[src/rtl/a0_change_logger.sv]
// Watches the register-file a0 output and streams every new value through a small
// first-word-fall-through FIFO, counting changes that arrive while the FIFO is full.
module a0_change_logger #(
  parameter int DATA_WIDTH = 32,
  parameter int DEPTH      = 4,
  parameter int CNT_WIDTH  = 8
) (
  input  logic                     clk,
  input  logic                     rst_n_i,
  input  logic [DATA_WIDTH-1:0]    a0_i,
  input  logic                     en_i,
  input  logic                     clr_i,
  input  logic                     ready_i,
  output logic                     valid_o,
  output logic [DATA_WIDTH-1:0]    data_o,
  output logic [$clog2(DEPTH):0]   level_o,
  output logic                     overflow_o,
  output logic [CNT_WIDTH-1:0]     drop_cnt_o
);

  localparam int AW = $clog2(DEPTH);
  localparam logic [AW:0]          PTR_ONE = 1;
  localparam logic [CNT_WIDTH-1:0] CNT_ONE = 1;

  logic [DATA_WIDTH-1:0] r_mem [DEPTH];
  logic [AW:0]           r_wptr;
  logic [AW:0]           r_rptr;
  logic [DATA_WIDTH-1:0] r_last;
  logic                  r_overflow;
  logic [CNT_WIDTH-1:0]  r_drop_cnt;

  logic w_empty;
  logic w_full;
  logic w_chg;
  logic w_pop;
  logic w_push;
  logic w_drop;

  // Extra pointer MSB tells a full FIFO apart from an empty one.
  assign w_empty = (r_wptr == r_rptr);
  assign w_full  = (r_wptr[AW] != r_rptr[AW]) && (r_wptr[AW-1:0] == r_rptr[AW-1:0]);
  assign w_chg   = en_i && (a0_i != r_last);
  assign w_pop   = !w_empty && ready_i;
  assign w_push  = w_chg && (!w_full || w_pop);
  assign w_drop  = w_chg && w_full && !w_pop;

  assign valid_o    = !w_empty;
  assign data_o     = w_empty ? '0 : r_mem[r_rptr[AW-1:0]];
  assign level_o    = r_wptr - r_rptr;
  assign overflow_o = r_overflow;
  assign drop_cnt_o = r_drop_cnt;

  // NOTE: sequential state uses non-blocking (<=) so every register samples the
  // pre-edge values of the others, independent of statement order.
  always_ff @(posedge clk or negedge rst_n_i) begin
    if (!rst_n_i) begin
      r_wptr     <= '0;
      r_rptr     <= '0;
      r_last     <= '0;
      r_overflow <= 1'b0;
      r_drop_cnt <= '0;
    end else begin
      if (en_i) begin
        r_last <= a0_i;
      end
      if (clr_i) begin
        r_wptr     <= '0;
        r_rptr     <= '0;
        r_overflow <= 1'b0;
        r_drop_cnt <= '0;
      end else begin
        if (w_push) begin
          r_wptr <= r_wptr + PTR_ONE;
        end
        if (w_pop) begin
          r_rptr <= r_rptr + PTR_ONE;
        end
        if (w_drop) begin
          r_overflow <= 1'b1;
          if (r_drop_cnt != '1) begin
            r_drop_cnt <= r_drop_cnt + CNT_ONE;
          end
        end
      end
    end
  end

  // NOTE: the storage array has no reset; stale entries are never observable
  // because data_o is forced to zero whenever the pointers say the FIFO is empty.
  always_ff @(posedge clk) begin
    if (w_push && !clr_i) begin
      r_mem[r_wptr[AW-1:0]] <= a0_i;
    end
  end

endmodule

[config.mk]
export PLATFORM = sky130hd
export DESIGN_NAME = a0_change_logger
export DESIGN_NICKNAME = d
export VERILOG_FILES = /design/src/rtl/a0_change_logger.sv
export SDC_FILE = /design/constraint.sdc
export NUM_CORES = 1
export LEC_CHECK = 0
export BUFFER_PORTS_ARGS = -buffer_cell sky130_fd_sc_hd__buf_2
export CORE_MARGIN = 2
export CORE_UTILIZATION = 50
export DETAILED_ROUTE_END_ITERATION = 7
export PLACE_DENSITY = 0.7
export SYNTH_ARGS = -nofsm -noshare
export SYNTH_HDL_FRONTEND = slang
export SYNTH_SLANG_ARGS = --single-unit
export TNS_END_PERCENT = 1
[constraint.sdc]
create_clock -name clk -period 3.1 [get_ports clk]
set_input_delay 0.62 -clock clk [delete_from_list [all_inputs] [get_ports clk]]
set_output_delay 0.62 -clock clk [all_outputs]
set_load 0.02 [all_outputs]
Yosys cells after proc, flatten, opt, wreduce, memory -nomap -nowiden
Memories as Yosys holds them, arrays and structs flattened.
Cells that the tools add are included.
Word-level totals
  memories kept: 1
  register bits after elaboration: 47
  memory bits (read-only): 0
  input bits: 37
  latch bits: 0
  logic and storage cells: 44
  bits in writable memories: 128
Cells by class
  multiplexer cells: 12
  div/mod/pow operators: 0
  bitwise gates (word level): 0
  eq/ne operators: 5
  reductions and logical operators: 17
  add/sub/neg operators: 4
  order comparisons: 0
  shift operators: 0
  $mul: 0
Memory list
  r_mem: depth 4, bits a word 32, read ports 1, clocked after Yosys merged registers in 0, wr ports 1, line 25  | logic [DATA_WIDTH-1:0] r_mem [DEPTH];
Operators with widths (count)
  32-bit 2-to-1 mux: 1
  32-bit inequality test: 1
  8-bit 2-to-1 mux: 3
  3-bit 2-to-1 mux: 4
  8-bit by 1-bit adder with 8-bit output (second input constant): 1
  8-bit inequality test (second input constant): 1
  2-bit nonzero test: 4
  1-bit logical AND: 7
  3-bit by 1-bit adder with 3-bit output (second input constant): 2
  1-bit logical NOT: 4
  1-bit 2-to-1 mux: 4
  3-bit equality test: 1
  3-bit subtractor: 1
  2-bit equality test: 1
  2-bit AND reduction: 1
  1-bit logical OR: 1
  1-bit inequality test: 1

Depth between registers and ports, before layout
Gate-level depths: netlist (run 1).
  depth in word-level cells: 8
  mapped depth: 9
  gate-level depth less buffers: 7

Worst setup path before layout (run 1)
No wires, ideal clock.
  kind: register to register
  from: register r_rptr[1]
  to: memory r_mem[1][0], enable pin
  slack: 0.054 ns
  data required time: 2.708 ns
  path buffers: 2
  stages on the path, launching flop included: 9
  arrival: 2.654 ns
  period minus slack after synthesis: 3.046 ns
  library setup time: 0.392 ns
  cell sequence: dfrtp_1 clkbuf_1 buf_1 inv_1 ha_1 nand2_1 o31ai_1 a21oi_2 and3_1
On the way
  cells in the longest elaborated chain, start to end: 8
Ends and longest elaborated chain
  start, declared: line 27  | logic [AW:0] r_rptr;
  start signal, assigned: line 76  | r_rptr <= r_rptr + PTR_ONE;
  3-bit equality test or 2-bit equality test (tied branches): line 40, 41
  1-bit logical NOT or 1-bit logical AND (tied branches): line 43, 41
  1-bit logical AND or 1-bit logical NOT (tied branches): line 43, 44
  1-bit logical OR (*): line 44  | assign w_push = w_chg && (!w_full || w_pop);
  1-bit logical AND (*): line 44
  1-bit logical AND (*): line 91  | if (w_push && !clr_i) begin
  1-bit 2-to-1 mux (*): line 91
  1-bit 2-to-1 mux (not written as such) (*): line 92  | r_mem[r_wptr[AW-1:0]] <= a0_i;
  end, declared: line 25
Every way passes the cells marked *; elsewhere a longest branch is shown, timed or not.

Final worst setup path (run 1)
  from: register r_rptr[0]
  to: output port data_o[0]
On the way
  cells in the longest elaborated chain, start to end: 2
Ends and longest elaborated chain
  memory read 4 x 32 bit or 3-bit equality test (tied branches)
  32-bit 2-to-1 mux (*): line 48  | assign data_o = w_empty ? '0 : r_mem[r_rptr[AW-1:0]];
  end, declared: line 15  | output logic [DATA_WIDTH-1:0] data_o,
Marked as above.

==> flow_summary.json, run 1 <==
{
  "status": "complete, no violations",
  "wl_per_cell_um": 19.5,
  "gp_congestion": 0.758,
  "ant_nets": 0,
  "synth_top_family_by_area": "multiplexers",
  "min_period_ps": 2750,
  "dieHeight_um": 125,
  "yosys_warnings": 0,
  "synth_compound_area_share_pct": 1.45,
  "path_clk_slew_ps": 60,
  "cp.required_ps": 2480,
  "cts_buffers": 17,
  "layout_commonest_cell": "edfxtp_1",
  "swShare_pct": 27.1,
  "die_x_um": 125,
  "hold_path_class": "input port to async pin",
  "first_pass_iters": 4,
  "setup-tns-final_ps": 0,
  "cp_max_fo": 29,
  "cts.repair.resized": 0,
  "antenna_found_initial": 1,
  "syn_inst": 415,
  "portBuffers": 81,
  "layout-drive-gt1-share_pct": 38.9,
  "finalCritPeriodShare_pct": 88.8,
  "worst_pin_slew_ps": 744,
  "crit_arrival_ps": 2130,
  "synth_edf_count": 128,
  "finalPower_mw": 5.95,
  "setup_viol": 0,
  "die_area_sq_mm": 0.0156,
  "via_per_inst": 5.42,
  "avgSynthCellArea_sq_um": 17.6,
  "syn_to_final_growth_pct": 17.6,
  "worstSetupPathType": "flop to primary output",
  "clockRootBuffer": "clkbuf_16",
  "clockBufferDepth": 2,
  "grt_max_degree": 33,
  "drc": 0,
  "syn_nets": 461,
  "start_kind": "flop",
  "p_per_area_mw_per_mm2": 691,
  "clock_skew_ps": 5.27,
  "synthAdderAreaFrac_pct": 1.64,
  "netlist_area_sq_mm": 0.00732,
  "ys.flop_type": "edfxtp_1",
  "vias": 3858,
  "synthMuxAreaShare_pct": 15.6,
  "core_area_sq_mm": 0.0144,
  "cts_tree": "done",
  "setup_ws_ps": 348,
  "core.rowCount": 44,
  "async_flop_share_pct": 26.9,
  "p_seq_share_pct": 45.0,
  "fmax_mhz": 363,
  "postCtsSetupBuffers": 0,
  "ys_types": 39,
  "drt_iter0_markers": 215,
  "cellLeakagePower_nw": 3.17,
  "gr-total-overflow": 0,
  "wl_um": 13900,
  "fill_cells": 1111,
  "h-tree-depth": 4,
  "ys_ff_latch": 175,
  "hold_buffers": 0,
  "start_util_pct": 50.8,
  "synthSimpleGateAreaFrac_pct": 6.94,
  "holdWs_ps": 263,
  "grt_pass1_vias": 3997,
  "grt_usage_pct": 18.6,
  "max_slew_margin_pct": 50.4,
  "synth_seq_area_share_pct": 68.5,
  "worstSkewPairLatency_ps": 420,
  "grt_setup_unrepaired": "no",
  "place_area_sq_mm": 0.00802,
  "pwr-share-clk_pct": 35.0,
  "final_cell_mix": "edfxtp_1 (128), buf_2 (81), dfrtp_1 (46)",
  "hpwl_um": 9150,
  "end_kind": "primary output",
  "grt_first_pass_wirelength_um": 21800,
  "p_int_mw": 4.34,
  "finalNetCount": 560,
  "synth_xor_area_share_pct": 4.42,
  "finish.instance_area_sq_mm": 0.00861,
  "hold_viol": 0,
  "place_ws_ps": 455,
  "power_frac_comb_pct": 20.0,
  "maxSlewViolCount": 0,
  "power.switching_mw": 1.61,
  "ios": 82,
  "vdd_drop_max_mv": 0.410,
  "cts.sinks": 175,
  "drv_cap": 0
}
-- flip-flops by register name (all words and copies together) (netlist names) --
register and cells:
r_mem 128, drop_cnt_o 8, overflow_o 1, r_last 32, r_wptr 3, r_rptr 3
-- metal layers --
layer / wire length (um) / track usage (%)
met3: 785 / 4.75
met4: 194 / 5.75
met5: 0 / 0
met2: 6750 / 29.8
met1: 6140 / 25.5
-- kinds of logic after synthesis --
kind of cell	Yosys count
xor+xnor	37
simple gates	85
buf+inv	25
mux	69
flops	175
fa+ha+maj	9
compound gates	15
-- worst paths after layout --
kind / from / slack [ps] / cells after the start / to
min in group clk: a0_i[30] / 450 / 1 / r_mem[2][30]
hold / removal: rst_n_i / 260 / 1 / drop_cnt_o[3]
setup reg to reg: r_wptr[0] / 730 / 7 / r_mem[0][9]
max in group asynchronous: rst_n_i / 2190 / 2 / r_last[1]
hold reg to reg: overflow_o / 520 / 2 / overflow_o
setup / recovery: r_rptr[0] / 350 / 4 / data_o[0]
-- critical path: stages, from the launching register on --
cell	delay, ps
dfrtp_2	500
buf_12	290
mux4_2	570
and2_1	170
buf_2	150
-- synth_stat cells, drive strengths merged (5+ instances only) --
| cell type | n | area share, % |
|---|---|---|
| xnor2 | 35 | 4.2 |
| buf | 5 | 0.41 |
| ha | 8 | 1.4 |
| dfrtp | 47 | 16 |
| nand4 | 8 | 0.68 |
| nand3 | 5 | 0.34 |
| edfxtp | 128 | 52 |
| a21oi | 6 | 0.46 |
| clkbuf | 13 | 0.67 |
| inv | 7 | 0.36 |
| nor2 | 11 | 0.60 |
| nand2 | 11 | 0.67 |
| mux4 | 32 | 9.8 |
| and2 | 33 | 2.8 |
| mux2 | 34 | 5.3 |
-- through the flow --
stage	utilization [%]	cells
5_1_grt	59.7	711
3_5_place_dp	55.6	679
4_1_cts	59.7	711
3_3_place_gp	55.6	679
6_report	59.7	712
2_1_floorplan	-	415
-- power by group through the flow --
stage	combinational, mW	clock [mW]	sequential (mW)
after detailed placement	1.21	0	2.73
after floorplan	0.818	0	2.70
after global placement	1.20	0	2.72
after global routing	1.29	2.21	2.69
final	1.19	2.08	2.68
after CTS	1.22	2.11	2.68
-- layout make-up --
class	instances	area (sq um)	share of cell area (%)
antenna	1	2.50	0.0291
clock buffer	17	425	4.94
clock inverter	15	163	1.89
inverter	7	26.3	0.305
multi-input combinational	215	2200	25.5
sequential	175	5020	58.3
tap	184	230	2.67
timing repair buffer	98	546	6.33
Note: power is estimated with default switching activity, not from simulation.
==> run 2: changes to the inputs <==
--- a/config.mk
+++ b/config.mk
@@ -7,9 +7,9 @@
 export LEC_CHECK = 0
 export BUFFER_PORTS_ARGS = -buffer_cell sky130_fd_sc_hd__buf_2
 export CORE_MARGIN = 2
-export CORE_UTILIZATION = 50
+export CORE_UTILIZATION = 35
 export DETAILED_ROUTE_END_ITERATION = 7
-export PLACE_DENSITY = 0.7
+export PLACE_DENSITY = 0.51
 export SYNTH_ARGS = -nofsm -noshare
 export SYNTH_HDL_FRONTEND = slang
 export SYNTH_SLANG_ARGS = --single-unit
==> flow_summary.json, run 2 (same netlist as run 1, synthesis figures left out) <==
{
  "status": "complete, no violations",
  "fmax_mhz": 352,
  "h-tree-depth": 4,
  "gr-total-overflow": 0,
  "layout-drive-gt1-share_pct": 37.7,
  "grt_setup_unrepaired": "no",
  "min_period_ps": 2840,
  "multi_input_area_sq_mm": 0.00220,
  "path_cells": "xnor2_1 -> nand4_1 -> nor4_1 -> a21oi_2 -> and3_1 -> buf_12",
  "ios": 82,
  "grt_first_pass_wirelength_um": 23900,
  "maxSlewViolCount": 0,
  "drv_cap": 0,
  "cts_buffers": 17,
  "layout_commonest_cell": "edfxtp_1",
  "cp_slowest_stage_delay_ps": 770,
  "cellLeakagePower_nw": 3.12,
  "fill_cells": 1849,
  "crit_arrival_ps": 3010,
  "vias": 3891,
  "hold_buffers": 0,
  "r2r_start": "r_last[28]",
  "worstReg2RegEnd": "r_mem[3][21]",
  "core_area_sq_mm": 0.0204,
  "hpwl_um": 9710,
  "clockBufferDepth": 2,
  "worst_pin_slew_ps": 817,
  "grt_usage_pct": 14.7,
  "cp.buffers_inverters": 1,
  "first_pass_iters": 5,
  "setup_viol": 0,
  "hold_viol": 0,
  "finalCritPeriodShare_pct": 91.7,
  "hold_path_class": "input port to async pin",
  "finish.instance_area_sq_mm": 0.00869,
  "drc": 0,
  "finalPower_mw": 5.88,
  "antenna_found_initial": 3,
  "die_area_sq_mm": 0.0221,
  "vdd_drop_max_mv": 0.525,
  "grt_max_degree": 36,
  "crit_slowest_cell": "nor4_1",
  "p_per_area_mw_per_mm2": 677,
  "path_clk_slew_ps": 60,
  "syn_to_final_growth_pct": 18.6,
  "finalNetCount": 555,
  "place_area_sq_mm": 0.00813,
  "largest_reg_flops": 128,
  "ant_nets": 0,
  "placed_cells": 760,
  "drt_iter0_markers": 136,
  "reg2reg_slack_ps": 260,
  "start_kind": "flop",
  "final_cell_mix": "edfxtp_1 (128), buf_2 (81), dfrtp_1 (46)",
  "wl_per_cell_um": 19.5,
  "postCtsSetupBuffers": 0,
  "grt_pass1_vias": 4107,
  "setup-tns-final_ps": 0,
  "cts_tree": "done",
  "cp.required_ps": 3260,
  "start_util_pct": 36.0,
  "cts.repair.resized": 0,
  "die_x_um": 149,
  "portBuffers": 81,
  "worstSetupPathType": "flop to flop",
  "critical_path.top_delay_family": "simple AND/OR/NAND/NOR gates",
  "core.rowCount": 52,
  "via_per_inst": 4.91,
  "fin_cells": 793,
  "r2r.worst_path.cells": 6,
  "max_slew_margin_pct": 45.0,
  "end_kind": "flop",
  "cp_max_fo": 27,
  "dieHeight_um": 149,
  "gp_congestion": 0.736,
  "clock_skew_ps": 10.3,
  "clockRootBuffer": "clkbuf_16",
  "cts.sinks": 175,
  "worstSkewPairLatency_ps": 420,
  "wl_um": 15400,
  "regArea_sq_mm": 0.00502
}
## run 2: layout make-up
| type | count | area share, % |
|---|---|---|
| Multi-Input combinational cell | 215 | 25.3 |
| Antenna cell | 1 | 0.0288 |
| Timing Repair Buffer | 93 | 6.28 |
| Inverter | 7 | 0.303 |
| Sequential cell | 175 | 57.8 |
| Clock buffer | 19 | 4.98 |
| Clock inverter | 13 | 1.38 |
| Tap cell | 270 | 3.89 |
## run 2: power breakdown
group,switching (mW),total (mW),internal (mW)
clock network,0.888,2.00,1.11
registers,0.0447,2.66,2.62
logic,0.702,1.22,0.516
total,1.63,5.88,4.24
## run 2: worst max path at each step
stage / start / end / slack [ps] / depth (start not counted)
3_3_place_gp: a0_i[28] / r_mem[3][19] / -140 / 7
4_1_cts: r_wptr[0] / data_o[1] / 220 / 6
6_report: r_last[28] / r_mem[3][21] / 260 / 6
3_5_place_dp: a0_i[28] / r_mem[0][19] / -70 / 7
2_1_floorplan: r_rptr[1] / r_mem[1][0] / 50 / 8
5_1_grt: r_wptr[0] / data_o[1] / 140 / 6
## run 2: per-stage QoR
| stage | util (%) | hold WS (ps) | setup WS, ps |
|---|---|---|---|
| after floorplan | - | 324 | 54.0 |
| after global placement | 39.9 | 511 | -145 |
| after detailed placement | 39.9 | 518 | -65.7 |
| after CTS | 42.6 | 59.3 | 224 |
| after global routing | 42.6 | 65.9 | 138 |
| final | 42.7 | 75.9 | 257 |
## run 2: layer usage
metal	wire, um	global-route usage (%)
met2	7290	22.9
met1	7320	20.7
met5	27	0
met3	690	4.05
met4	108	3.57
